## config.mk

```make
export PLATFORM = sky130hd
export DESIGN_NAME = exec_stage
export DESIGN_NICKNAME = d
export VERILOG_FILES = /design/src/rtl/exec_stage.sv
export SDC_FILE = /design/constraint.sdc
export NUM_CORES = 1
export LEC_CHECK = 0
export CELL_PAD_IN_SITES_DETAIL_PLACEMENT = 0
export CELL_PAD_IN_SITES_GLOBAL_PLACEMENT = 2
export CORE_ASPECT_RATIO = 1.1
export CORE_MARGIN = 2
export CORE_UTILIZATION = 31
export DETAILED_ROUTE_END_ITERATION = 7
export PLACE_DENSITY = 0.82
export SETUP_SLACK_MARGIN = 0.15
export SYNTH_ARGS = -nofsm -noshare
export SYNTH_HDL_FRONTEND = slang
export SYNTH_SLANG_ARGS = --single-unit
```

## constraint.sdc

```tcl
create_clock -name clk -period 3 [get_ports clk]
set_input_delay 0.6 -clock clk [delete_from_list [all_inputs] [get_ports clk]]
set_output_delay 0.6 -clock clk [all_outputs]
set_load 0.05 [all_outputs]
```

## src/rtl/exec_stage.sv

```systemverilog
// Execute stage: single-cycle ALU ops, stalled data-memory LOAD/STORE and jump resolution.
// Memory accesses and HALT stall upstream through r2_pc_halt; taken jumps redirect via r2_pc_flush.
module exec_stage #(
  parameter int D_SIZE = 32,
  parameter int A_SIZE = 10
) (
  input  logic              clk,
  input  logic              rst_n,
  input  logic [6:0]        r1_opcode,
  input  logic [2:0]        r1_destination,
  input  logic [D_SIZE-1:0] r1_operand_a,
  input  logic [D_SIZE-1:0] r1_operand_b,
  input  logic [D_SIZE-1:0] mem_rdata,
  input  logic              mem_ready,
  output logic              mem_rd,
  output logic              mem_wr,
  output logic [A_SIZE-1:0] mem_addr,
  output logic [D_SIZE-1:0] mem_wdata,
  output logic              r2_pc_halt,
  output logic              r2_pc_flush,
  output logic [A_SIZE-1:0] r2_jump_addr,
  output logic              r2_wr_en,
  output logic [2:0]        r2_wr_dest,
  output logic [D_SIZE-1:0] r2_wr_data
);

  localparam int SH_W = (D_SIZE > 1) ? $clog2(D_SIZE) : 1;

  // Opcode 00 and every code above 0C fall through as NOP.
  localparam logic [6:0] OP_ADD   = 7'h01;
  localparam logic [6:0] OP_SUB   = 7'h02;
  localparam logic [6:0] OP_AND   = 7'h03;
  localparam logic [6:0] OP_OR    = 7'h04;
  localparam logic [6:0] OP_XOR   = 7'h05;
  localparam logic [6:0] OP_SHL   = 7'h06;
  localparam logic [6:0] OP_SHR   = 7'h07;
  localparam logic [6:0] OP_LOAD  = 7'h08;
  localparam logic [6:0] OP_STORE = 7'h09;
  localparam logic [6:0] OP_JMP   = 7'h0A;
  localparam logic [6:0] OP_JMPZ  = 7'h0B;
  localparam logic [6:0] OP_HALT  = 7'h0C;

  typedef enum logic [1:0] {
    EXEC,
    MEM_WAIT,
    HALTED
  } state_e;

  state_e              state_q, state_d;
  logic                memRd_q, memRd_d;
  logic                memWr_q, memWr_d;
  logic [A_SIZE-1:0]   memAddr_q, memAddr_d;
  logic [D_SIZE-1:0]   memWdata_q, memWdata_d;
  logic                wrEn_q, wrEn_d;
  logic [2:0]          wrDest_q, wrDest_d;
  logic [D_SIZE-1:0]   wrData_q, wrData_d;

  logic                isAlu, isLoad, isStore, isJmp, isJmpz, isHalt, jmpzTaken;
  logic [SH_W-1:0]     shAmt;
  logic [D_SIZE-1:0]   aluResult;

  always_comb begin
    isAlu     = (r1_opcode >= OP_ADD) && (r1_opcode <= OP_SHR);
    isLoad    = (r1_opcode == OP_LOAD);
    isStore   = (r1_opcode == OP_STORE);
    isJmp     = (r1_opcode == OP_JMP);
    isJmpz    = (r1_opcode == OP_JMPZ);
    isHalt    = (r1_opcode == OP_HALT);
    jmpzTaken = isJmpz && (r1_operand_a == '0);
  end

  // Only the low log2(D_SIZE) bits of operand b select the shift distance.
  always_comb begin
    shAmt     = r1_operand_b[SH_W-1:0];
    aluResult = '0;
    case (r1_opcode)
      OP_ADD:  aluResult = r1_operand_a + r1_operand_b;
      OP_SUB:  aluResult = r1_operand_a - r1_operand_b;
      OP_AND:  aluResult = r1_operand_a & r1_operand_b;
      OP_OR:   aluResult = r1_operand_a | r1_operand_b;
      OP_XOR:  aluResult = r1_operand_a ^ r1_operand_b;
      OP_SHL:  aluResult = r1_operand_a << shAmt;
      OP_SHR:  aluResult = r1_operand_a >> shAmt;
      default: aluResult = '0;
    endcase
  end

  always_comb begin
    r2_pc_halt   = 1'b0;
    r2_pc_flush  = 1'b0;
    r2_jump_addr = '0;
    case (state_q)
      EXEC: begin
        r2_pc_halt = isLoad || isStore || isHalt;
        if (isJmp) begin
          r2_pc_flush  = 1'b1;
          r2_jump_addr = r1_operand_a[A_SIZE-1:0];
        end else if (jmpzTaken) begin
          r2_pc_flush  = 1'b1;
          r2_jump_addr = r1_operand_b[A_SIZE-1:0];
        end
      end
      MEM_WAIT: r2_pc_halt = !mem_ready;
      HALTED:   r2_pc_halt = 1'b1;
      default:  r2_pc_halt = 1'b0;
    endcase
  end

  // Writeback is a one-cycle pulse; dest/data hold their last written value otherwise.
  always_comb begin
    state_d    = state_q;
    memRd_d    = memRd_q;
    memWr_d    = memWr_q;
    memAddr_d  = memAddr_q;
    memWdata_d = memWdata_q;
    wrEn_d     = 1'b0;
    wrDest_d   = wrDest_q;
    wrData_d   = wrData_q;
    case (state_q)
      EXEC: begin
        if (isAlu) begin
          wrEn_d   = 1'b1;
          wrDest_d = r1_destination;
          wrData_d = aluResult;
        end else if (isLoad || isStore) begin
          state_d   = MEM_WAIT;
          memRd_d   = isLoad;
          memWr_d   = isStore;
          memAddr_d = r1_operand_a[A_SIZE-1:0];
          if (isStore) begin
            memWdata_d = r1_operand_b;
          end
        end else if (isHalt) begin
          state_d = HALTED;
        end
      end
      MEM_WAIT: begin
        // The instruction is held upstream while stalled, so r1_destination is still valid here.
        if (mem_ready) begin
          state_d = EXEC;
          memRd_d = 1'b0;
          memWr_d = 1'b0;
          if (memRd_q) begin
            wrEn_d   = 1'b1;
            wrDest_d = r1_destination;
            wrData_d = mem_rdata;
          end
        end
      end
      HALTED:  state_d = HALTED;
      default: state_d = EXEC;
    endcase
  end

  always_ff @(posedge clk or negedge rst_n) begin
    if (!rst_n) begin
      state_q    <= EXEC;
      memRd_q    <= 1'b0;
      memWr_q    <= 1'b0;
      memAddr_q  <= '0;
      memWdata_q <= '0;
      wrEn_q     <= 1'b0;
      wrDest_q   <= '0;
      wrData_q   <= '0;
    end else begin
      state_q    <= state_d;
      memRd_q    <= memRd_d;
      memWr_q    <= memWr_d;
      memAddr_q  <= memAddr_d;
      memWdata_q <= memWdata_d;
      wrEn_q     <= wrEn_d;
      wrDest_q   <= wrDest_d;
      wrData_q   <= wrData_d;
    end
  end

  assign mem_rd     = memRd_q;
  assign mem_wr     = memWr_q;
  assign mem_addr   = memAddr_q;
  assign mem_wdata  = memWdata_q;
  assign r2_wr_en   = wrEn_q;
  assign r2_wr_dest = wrDest_q;
  assign r2_wr_data = wrData_q;

endmodule

```

==> run_results.csv, run 1 <==
group,metric,value,unit
status,outcome,"finished, violations left",
status,failed_checks,"negative setup slack",
timing,skew,0.00989,ns
synth,ys_seq_area_share,18.6,%
run,cap_violations,0,
routing,wl,66500,um
routing,wl_per_cell,26.9,um
final_layout,diodes,0,
synth,synth_warnings,0,
hold_path,hold_class,"input pin to async pin",
global_route,grt_max_degree,69,
critical_path,worst_setup_path_end_kind,"flip-flop",
timing,tightest_slew,0.830,ns
critical_path,endpoint,"r2_wr_data[31]",
floorplanning,core,35000,sq um
synth,synth_area_leaders,"dfrtp_1 19%, ha_1 11%, mux4_2 9.2%",
critical_path,critPathKind,"input pin to flip-flop",
global_route,track_usage,35.6,%
final_layout,syn_to_final_growth,77.0,%
routing,first_iter_violations,1568,
critical_path,r2r_start,"state_q[0]",
critical_path,crit_start,"r1_operand_b[9]",
floorplanning,rows,72,
pwr,power.leakage,0.00863,uW
synth,synth-main-ff-cell,"dfrtp_1",
routing,vias,14500,
timing,fin_setup_tns,-20.94,ns
routing,remaining_drc_errors,0,
clock_tree,cts-htree-levels,3,
pwr,power.density,348,nW/um^2
place,routabilityCongestion,1.00,
synth,async_reset_ff_share,100,%
timing,slew-limit-headroom,44.6,%
global_route,overflow,0,
final_layout,n_fill_cell,3216,
pwr,peakVddDrop,0.327,mV
routing,viasPerCell,5.84,
place,dp_hpwl,50800,um
clock_tree,cts.sinks,82,
floorplanning,pin_count,201,
pwr,power.total,6780,uW
synth,synth.distinct_cells,81,
synth,synth_enable_flop_cells,0,
final_layout,layout-drive-gt1-share,41.6,%
synth,yosys.area.top_type_share,18.6,%
timing,slew_violations,0,
synth,yosys.area.top_type,"dfrtp_1",
global_route,grt_pass1_vias,14300,
routing,final_antenna_net_count,0,
timing,setup_slack,-1.03,ns
global_route,antenna_found_initial,0,
global_route,grt_first_pass_wirelength,95700,um
clock_tree,cts_hold_buf,0,
routing,dr.pass1.iters,6,
critical_path,reg2reg_slack,0.62,ns
critical_path,worstPathMaxFanout,6,
synth,synth_seq_cells,82,
synth,syn-cell-area,11000,sq um
synth,synth.most_common_cell,"nor2_1",
timing,max_freq,0.248,GHz
synth,syn_avg_cell_area,7.77,sq um
clock_tree,cts-root-buf,"clkbuf_16",
clock_tree,numCtsBuffers,9,
synth,synth_cells,1417,
synth,syn_nets,1624,
clock_tree,clk_pin_slew,0.07,ns
floorplanning,die_h,202,um
timing,hold_viol,0,
critical_path,cp-start-kind,"input pin",
synth,synth_common_cells,"171 x nor2_1, 143 x nand2_1, 123 x o21ai_0",
final_layout,nNetsFinal,2233,
place,port_buffers,200,
clock_tree,cts_tree,"done",
timing,grt_setup_unrepaired,"yes",
floorplanning,die_x,184,um
floorplanning,start_util,31.4,%
critical_path,reg2regPathDepth,7,
timing,finalCritPeriodShare,134,%
timing,setup_viol_count_final,30,
floorplanning,die-area,37000,sq um
clock_tree,clock_path_buffers,2,
critical_path,worstPathRequired,3.27,ns
critical_path,critPathArrivalTime,4.31,ns
timing,fin_crit,4.03,ns
clock_tree,clk-insertion-delay-late,0.40,ns
critical_path,r2r_end,"r2_wr_data[9]",
## per-stage QoR
| stage | cell area, sq um | utilization, % | hold slack [ns] | instances | setup slack [ns] |
|---|---|---|---|---|---|
| finish | 19500 | 55.6 | 0.251 | 2475 | -1.03 |
| global route | 19500 | 55.6 | 0.288 | 2475 | -1.14 |
| CTS | 18900 | 53.8 | 0.259 | 2455 | -1.05 |
| detailed placement | 16900 | 48.2 | 0.462 | 2384 | -1.84 |
| global placement | 16900 | 48.2 | 0.459 | 2384 | -1.81 |
| floorplan | 11300 | - | 0.304 | 1417 | -1.31 |
## where the power goes
group          internal, uW  switching, uW
sequential             1290            123
combinational          1690           2270
clock                   843            563
total                  3820           2950
## routing by layer
| metal | share of wire, % | wire length, um | vias to the layer above | GRT usage [%] |
|---|---|---|---|---|
| met5 | 0 | 0 | - | 0 |
| met4 | 6.7 | 4480 | 0 | 20.9 |
| met3 | 6.9 | 4610 | 183 | 4.40 |
| met2 | 47 | 31000 | 830 | 58.3 |
| met1 | 40 | 26500 | 6984 | 44.9 |
| li1 | - | - | 6455 | - |
## timing repair
item                                    in CTS  in global routing
cloned                                       6                  1
pin swaps                                  120                 83
setup buffers                               49                 19
hold endpoints to repair                     0                  0
endpoints found under the setup margin      44                 43
resized for setup                          353                122
## worst min path at each step
stage	startpoint	endpoint	cells past startpoint
floorplan	rst_n	mem_addr[0]	0
global placement	r2_wr_dest[1]	r2_wr_dest[1]	2
detailed placement	r2_wr_dest[1]	r2_wr_dest[1]	2
CTS	rst_n	r2_wr_data[30]	1
global route	rst_n	mem_wdata[30]	1
finish	rst_n	r2_wr_data[30]	1
## layout make-up
class | instances | area, sq um | share of cell area, %
clock buffers | 11 | 243 | 1.25
multi-input cells | 1147 | 9700 | 49.8
clock inverters | 5 | 110 | 0.565
repair buffers | 711 | 6520 | 33.5
flip-flops and latches | 82 | 2050 | 10.5
well taps | 444 | 556 | 2.85
inverters | 75 | 295 | 1.52
## cells in the final DEF, fill, tap and decap left out, drive strengths merged, types with 6 or more instances in the layout
master / synthesis / layout
a211oi: 21 / 21
a21o: 16 / 16
a21oi: 119 / 119
a221oi: 24 / 24
a222oi: 10 / 10
a22oi: 6 / 6
a31oi: 11 / 11
and2: 6 / 6
and3: 9 / 9
buf: 31 / 541
clkbuf: 82 / 24
clkdlybuf4s15: 0 / 7
clkdlybuf4s50: 0 / 138
dfrtp: 82 / 82
dlygate4sd2: 0 / 7
ha: 97 / 97
inv: 73 / 74
mux2: 18 / 18
mux2i: 42 / 42
mux4: 45 / 45
nand2: 143 / 143
nand2b: 9 / 9
nand3: 15 / 15
nand4: 13 / 13
nor2: 172 / 172
nor2b: 6 / 6
nor3: 28 / 28
nor4: 17 / 17
o2111ai: 8 / 8
o211ai: 13 / 13
o21ai: 126 / 126
o221ai: 6 / 6
o22ai: 23 / 23
o31ai: 17 / 17
or3: 6 / 6
xnor2: 39 / 39
xor2: 16 / 16
## worst max-delay path, cell delays in order
cell	delay, ns
buf_6	0.09
or4_4	0.55
or4_4	0.47
buf_4	0.16
nor2_4	0.11
nand3_4	0.11
or3_4	0.39
nand2_2	0.09
xnor2_1	0.07
ha_1	0.37
buf_6	0.14
nand4_1	0.21
nor2_2	0.17
o2bb2ai_1	0.14
a31oi_1	0.07
a32o_2	0.29
a32oi_1	0.17
o21ai_1	0.10
## logic make-up (layout without fill, tap and decap cells)
group / after synthesis / after routing / synth area share (%)
AOI/OAI and AO/OA: 448 / 448 / 26.1
xor gates and xnor gates: 55 / 55 / 4.38
adders and majority gates: 98 / 98 / 11.2
buffers and inverters: 188 / 802 / 6.78
DFF: 82 / 82 / 18.6
muxes: 105 / 105 / 14.9
and+or+nand+nor: 441 / 441 / 18.0
## sequential cells by signal, summed over array words and instances (netlist names)
signal      cells
r2_wr_en        1
r2_wr_data     32
state_q         2
mem_addr       10
mem_rd          1
mem_wdata      32
r2_wr_dest      3
mem_wr          1
(Power assumes the default switching activity.)
==> inputs of run 2 (changes only) <==
--- a/config.mk
+++ b/config.mk
@@ -8,7 +8,7 @@
 export CELL_PAD_IN_SITES_DETAIL_PLACEMENT = 0
 export CELL_PAD_IN_SITES_GLOBAL_PLACEMENT = 2
 export CORE_ASPECT_RATIO = 1.1
-export CORE_MARGIN = 2
+export CORE_MARGIN = 5
 export CORE_UTILIZATION = 31
 export DETAILED_ROUTE_END_ITERATION = 7
 export PLACE_DENSITY = 0.82
==> run_results.csv, run 2 (same netlist as run 1, synthesis figures left out) <==
group,metric,value,unit
routing,remaining_drc_errors,0,
timing,max_freq,0.243,GHz
floorplanning,die_h,208,um
pwr,power.density,341,nW/um^2
clock_tree,clk-insertion-delay-late,0.39,ns
timing,fin_crit,4.12,ns
routing,wl_per_cell,27.5,um
critical_path,worst_setup_path_end_kind,"flip-flop",
floorplanning,pin_count,201,
clock_tree,clk_pin_slew,0.07,ns
clock_tree,clock_path_buffers,2,
global_route,overflow,0,
critical_path,critPathTopFamily,"compound AO/OA/AOI/OAI gates",
critical_path,critPathKind,"input pin to flip-flop",
timing,skew,0.0118,ns
final_layout,design_area,19600,sq um
timing,setup_viol_count_final,50,
timing,tightest_slew,0.842,ns
run,cap_violations,0,
critical_path,crit_top_cell,"buf_4",
timing,hold_viol,0,
floorplanning,rows,72,
timing,setup_slack,-1.12,ns
final_layout,n_fill_cell,3196,
final_layout,instances_no_fill,2491,
global_route,grt_first_pass_wirelength,95300,um
place,place_area,17000,sq um
global_route,track_usage,32.2,%
place,port_buffers,200,
routing,wl,68600,um
place,dp_hpwl,51100,um
timing,slew_violations,0,
timing,slew-limit-headroom,43.9,%
critical_path,cp-start-kind,"input pin",
critical_path,worstPathRequired,3.26,ns
place,dpl.cell_count,2404,
routing,viasPerCell,5.88,
critical_path,crit_buf_inv,5,
clock_tree,cts-root-buf,"clkbuf_16",
timing,finalCritPeriodShare,137,%
critical_path,reg2reg_slack,0.78,ns
critical_path,cp_cell_sequence,"buf_8, inv_4, ha_4, nand3_4, or4_4, buf_4, o21ai_2, xnor2_1, ha_1, buf_4, a21oi_1, o21ai_0, or3_4, a2111oi_4, buf_4, nor2_4, xor2_2, a221oi_2, o22ai_1",
floorplanning,die-area,39400,sq um
final_layout,layout-drive-gt1-share,42.0,%
global_route,antenna_found_initial,0,
hold_path,hold_class,"input pin to async pin",
status,outcome,"finished, violations left",
routing,final_antenna_net_count,0,
routing,first_iter_violations,1407,
final_layout,mostFrequentLayoutCells,"445 x buf_4, 163 x clkdlybuf4s50_1, 147 x nor2_1",
clock_tree,cts_hold_buf,0,
final_layout,syn_to_final_growth,78.5,%
pwr,power.leakage,0.00870,uW
global_route,grt_max_degree,83,
floorplanning,start_util,31.3,%
routing,vias,14700,
global_route,grt_pass1_vias,14500,
critical_path,critPathMaxStageDelay,0.61,ns
timing,grt_setup_unrepaired,"yes",
final_layout,diodes,0,
clock_tree,numCtsBuffers,9,
clock_tree,cts_tree,"done",
final_layout,nNetsFinal,2249,
final_layout,seq_area,2050,sq um
critical_path,critPathArrivalTime,4.38,ns
status,failed_checks,"negative setup slack",
final_layout,multi_input_area,9680,sq um
floorplanning,core,35100,sq um
critical_path,critical-path-slowest-cell,"or4_4",
clock_tree,cts.sinks,82,
clock_tree,cts-htree-levels,3,
floorplanning,die_x,190,um
final_layout,final_common_cell,"buf_4",
pwr,peakVddDrop,0.290,mV
critical_path,worstPathMaxFanout,4,
routing,dr.pass1.iters,6,
place,routabilityCongestion,0.972,
[run 2: final cells by class]
class                   instances  share of cell area (%)
multi-input cells            1148                    49.3
clock buffers                  11                    1.18
flip-flops and latches         82                    10.4
inverters                      75                    1.55
well taps                     444                    2.83
repair buffers                726                    34.4
clock inverters                 5                   0.325
[run 2: power by group]
part           internal, uW  total [uW]  leakage [uW]  switching (uW)
combinational          1750        4040       0.00748            2290
clock                   654        1240      0.000140             584
sequential             1290        1430       0.00108             142
total                  3680        6700       0.00870            3020
[run 2: timing repair]
item / in CTS / in global routing
setup endpoints to repair: 44 / 86
cloned: 3 / 12
buffers inserted: 36 / 20
gates resized for setup: 264 / 175
pin swaps: 111 / 62
[run 2: routing by layer]
metal	global-route usage, %	part of all wire (%)	vias to the layer above
li1	-	-	6506
met1	40.1	39	7183
met2	53.0	46	774
met3	5.72	8.1	189
met4	17.1	7.0	0
met5	0	0	-
[run 2: through the flow]
stage | setup slack (ns) | TNS (ns) | power [uW] | hold slack (ns) | utilization [%]
after floorplan | -1.31 | -23.55 | 3190 | 0.304 | -
after global placement | -2.16 | -51.68 | 4910 | 0.459 | 48.4
after detailed placement | -2.18 | -53.09 | 4930 | 0.469 | 48.4
after CTS | -1.22 | -27.70 | 6450 | 0.276 | 53.0
after global routing | -1.16 | -36.57 | 6960 | 0.272 | 55.9
final | -1.12 | -30.59 | 6700 | 0.213 | 55.9
[run 2: path summary, 6_finish.rpt]
| check | from | endpoint | cells past startpoint |
|---|---|---|---|
| max in group asynchronous | rst_n | mem_addr[9] | 2 |
| worst min-delay path | rst_n | r2_wr_data[5] | 2 |
| min in group clk | r2_wr_data[8] | r2_wr_data[8] | 2 |
| worst max register to register | state_q[1] | r2_wr_data[10] | 6 |
| worst max-delay path | r1_operand_b[0] | r2_wr_data[19] | 19 |
| worst min register to register | r2_wr_data[8] | r2_wr_data[8] | 2 |
[run 2: worst reg2reg max path: stages (launching register included)]
cell	delay, ns
dfrtp_1	0.60
nor2b_4	0.21
buf_4	0.23
a222oi_1	0.38
o211ai_1	0.17
a221oi_1	0.40
a21oi_2	0.11
